### src/rtl/alu_cmd_sequencer.sv
// Command front end for the 8-bit combinational ALU: folds (op, operand) commands into an accumulator.
// Optional sticky carry/borrow flag on rsp_ovf is built only when ALU_SEQ_OVF_EN is defined.
module alu_cmd_sequencer #(
   parameter int               WIDTH    = 8,
   parameter logic [WIDTH-1:0] ACC_INIT = '0
) (
   input  logic             clk,
   input  logic             rst_n,
   input  logic             cmd_valid,
   output logic             cmd_ready,
   input  logic [1:0]       cmd_op,
   input  logic [WIDTH-1:0] cmd_operand,
   input  logic             cmd_last,
   output logic [WIDTH-1:0] alu_a,
   output logic [WIDTH-1:0] alu_b,
   output logic [1:0]       alu_op,
   input  logic [WIDTH-1:0] alu_result,
   output logic             rsp_valid,
   input  logic             rsp_ready,
   output logic [WIDTH-1:0] rsp_data,
   output logic             rsp_ovf
);

   typedef enum logic [1:0] {
      ACCEPT = 2'd0,
      EXEC   = 2'd1,
      RESP   = 2'd2
   } state_t;

   state_t           state_q, state_d;
   logic [WIDTH-1:0] acc_q, acc_d;
   logic [WIDTH-1:0] operand_q, operand_d;
   logic [1:0]       op_q, op_d;
   logic             last_q, last_d;

   always_ff @(posedge clk or negedge rst_n) begin
      if (!rst_n) begin
         state_q   <= ACCEPT;
         acc_q     <= ACC_INIT;
         operand_q <= '0;
         op_q      <= '0;
         last_q    <= 1'b0;
      end else begin
         state_q   <= state_d;
         acc_q     <= acc_d;
         operand_q <= operand_d;
         op_q      <= op_d;
         last_q    <= last_d;
      end
   end

   always_comb begin
      state_d   = state_q;
      acc_d     = acc_q;
      operand_d = operand_q;
      op_d      = op_q;
      last_d    = last_q;
      case (state_q)
         ACCEPT: begin
            if (cmd_valid) begin
               op_d      = cmd_op;
               operand_d = cmd_operand;
               last_d    = cmd_last;
               state_d   = EXEC;
            end
         end
         EXEC: begin
            acc_d   = alu_result;
            state_d = last_q ? RESP : ACCEPT;
         end
         RESP: begin
            if (rsp_ready) begin
               acc_d   = ACC_INIT;
               state_d = ACCEPT;
            end
         end
         default: state_d = ACCEPT;
      endcase
   end

   // Handshake outputs decode from state only; ALU drive comes straight from registers.
   assign cmd_ready = (state_q == ACCEPT);
   assign rsp_valid = (state_q == RESP);
   assign rsp_data  = acc_q;
   assign alu_a     = acc_q;
   assign alu_b     = operand_q;
   assign alu_op    = op_q;

`ifdef ALU_SEQ_OVF_EN
   logic ovf_q, ovf_d;

   // acc + operand overflows exactly when operand exceeds the headroom ~acc.
   always_comb begin
      ovf_d = ovf_q;
      case (state_q)
         EXEC: begin
            if ((op_q == 2'b00) && (operand_q > ~acc_q))
               ovf_d = 1'b1;
            else if ((op_q == 2'b01) && (operand_q > acc_q))
               ovf_d = 1'b1;
         end
         RESP: begin
            if (rsp_ready)
               ovf_d = 1'b0;
         end
         default: ;
      endcase
   end

   always_ff @(posedge clk or negedge rst_n) begin
      if (!rst_n)
         ovf_q <= 1'b0;
      else
         ovf_q <= ovf_d;
   end

   assign rsp_ovf = ovf_q & rsp_valid;
`else
   assign rsp_ovf = 1'b0;
`endif

endmodule

### config.mk
export PLATFORM = sky130hd
export DESIGN_NAME = alu_cmd_sequencer
export DESIGN_NICKNAME = d
export VERILOG_FILES = /design/src/rtl/alu_cmd_sequencer.sv
export SDC_FILE = /design/constraint.sdc
export NUM_CORES = 1
export LEC_CHECK = 0
export CAP_MARGIN = 20
export CORE_UTILIZATION = 35
export DETAILED_ROUTE_END_ITERATION = 8
export DONT_BUFFER_PORTS = 1
export HOLD_SLACK_MARGIN = 0.05
export PLACE_DENSITY_LB_ADDON = 0.05
export SLEW_MARGIN = 20
export SYNTH_ARGS = -nofsm -noshare
export SYNTH_HDL_FRONTEND = slang
export SYNTH_SLANG_ARGS = --single-unit
### constraint.sdc
create_clock -name clk -period 1.67 [get_ports clk]
set_input_delay 0.334 -clock clk [delete_from_list [all_inputs] [get_ports clk]]
set_output_delay 0.334 -clock clk [all_outputs]
set_load 0.1 [all_outputs]
==> impl_metrics.tcl <==
set metrics [dict create \
    start_util 0.368 \
    worstSetupStartpointType "flop" \
    grt_max_degree 22 \
    area_growth_pct 22.0 \
    h-tree-depth 1 \
    ys_seq_elements 21 \
    clk_latency_ns 0.31 \
    final_cells 114 \
    clkTransAtPathRegs_ns 0.13 \
    numClockSinks 21 \
    grt_pass1_vias 579 \
    hold_viol 0 \
    gp_congestion 0.647 \
    core-area_um2 2730 \
    grt_first_pass_wirelength_mm 2.95 \
    wire_per_inst_um 16.7 \
    rsz0062_at_grt "false" \
    wl_mm 1.91 \
    crit_arrival_ns 1.27 \
    fin_crit_sh 0.958 \
    hp-class "input port to flop" \
    nets 107 \
    outcome "finished clean" \
    setup_viol 0 \
    finClkSkew_ns 0.00532 \
    fmax_ghz 0.625 \
    pin_count 52 \
    grt.total_usage 0.125 \
    rows 19 \
    via_per_inst 5.17 \
    drtPass1Iterations 3 \
    die_h_um 55.6 \
    layout_commonest_cell "dfrtp_1" \
    cp_max_fo 2 \
    die-area_um2 3100 \
    end_kind "primary output" \
    max_slew_margin 0.354 \
    ant_nets 0 \
    portBuffers 0 \
    dp_hpwl_mm 1.35 \
    die_w_um 55.6 \
    cts_inserted_buffers 3 \
    required_ns 1.34 \
    grt_overflow 0 \
    drt_iter0_markers 6 \
    clockBufferDepth 2 \
    drv_cap 0 \
    dp_cells 109 \
    synth_area_um2 1010 \
    mostFrequentLayoutCells "dfrtp_1, mux2_2, buf_12" \
    cts_root_buf "clkbuf_4" \
    slew_violations 0 \
    synth.distinct_cells 14 \
    period_minus_slack_ns 1.60 \
    syn_nets 101 \
    postCtsSetupBuffers 0 \
    antenna_found_initial 0 \
    fin_util 0.449 \
    synthCells 78 \
    fin_tns_setup_ns 0 \
    cts_tree "built" \
    drc_errors 0 \
    synth.yosys.warnings 0 \
    tightest_slew_ns 0.966 \
    syn_area_per_cell_um2 12.9 \
    seq_area_frac_synth 0.522 \
    via_count 589 \
    critPathKind "flop to primary output" \
    drive_above_1_share 0.590 \
    antenna-diode-count 0 \
]
-- metal layers --
metal,part of all wire,global-route usage,vias to the layer above
li1,-,-,274
met1,0.43,0.151,287
met2,0.48,0.208,26
met3,0.081,0.0558,2
met4,0.0089,0.0214,0
met5,0,0,-
-- logic make-up after synthesis --
family / count (synthesis) / share of synthesized area
multiplexers: 11 / 0.123
buffers and inverters: 16 / 0.114
AO/OA/AOI/OAI: 17 / 0.158
flip-flops: 21 / 0.522
AND/OR/NAND/NOR: 12 / 0.0795
other: 1 / 0.00372
-- timing repair --
action / CTS / global route
hold buffers: 1 / 0
gates resized for setup: 0 / 1
endpoints found under the hold margin: 21 / 0
endpoints found under the setup margin: 0 / 1
-- Yosys cell counts (all sizes together) --
cell type / n / area [um^2]
dfrtp: 21 / 526
buf: 14 / 108
mux2: 11 / 124
nand2b: 9 / 56.3
a21boi: 8 / 60.1
o221a: 8 / 90.1
inv: 2 / 7.51
and2b: 1 / 7.51
conb: 1 / 3.75
nor2: 1 / 3.75
nor3b: 1 / 12.5
o2bb2ai: 1 / 8.76
-- flip-flops by register name (all words and copies together), names as in the netlist --
signal	count
alu_a	8
alu_b	8
alu_op	2
state_q	2
last_q	1
-- final cells by class --
class | count | area (um^2)
fillers | 260 | 1510
clock buffers | 3 | 22.5
well taps | 31 | 38.8
flip-flops and latches | 21 | 537
multi-input cells | 41 | 375
inverters | 2 | 7.51
clock inverters | 1 | 7.51
repair buffers | 15 | 240
-- stage by stage --
| step | area, um^2 | setup slack [ns] | hold WS (ns) |
|---|---|---|---|
| after CTS | 1230 | 0.0328 | 0.149 |
| final | 1230 | 0.0702 | 0.161 |
| after global routing | 1230 | 0.0130 | 0.136 |
| after global placement | 1190 | 0.352 | 0.0389 |
| after floorplan | 1030 | 0.179 | 0.0384 |
| after detailed placement | 1190 | 0.343 | 0.0392 |
-- worst paths after layout --
path | to | slack, ns | start | cells past startpoint
setup / recovery | alu_b[0] | 0.07 | alu_b[0]$_DFFE_PN0P_ | 0
setup reg to reg | alu_b[4]$_DFFE_PN0P_ | 0.36 | state_q[0]$_DFFE_PN0P_ | 3
hold / removal | alu_b[7]$_DFFE_PN0P_ | 0.16 | cmd_operand[7] | 1
min in group asynchronous | alu_b[5]$_DFFE_PN0P_ | 0.61 | rst_n | 1
max in group asynchronous | alu_a[1]$_DFFE_PN0P_ | 0.42 | rst_n | 1
hold reg to reg | last_q$_DFFE_PN0P_ | 0.53 | last_q$_DFFE_PN0P_ | 1
Power is left out: the tool's default activity adds up to more than one toggle a clock period on the data nets, which glitch-free logic cannot reach.
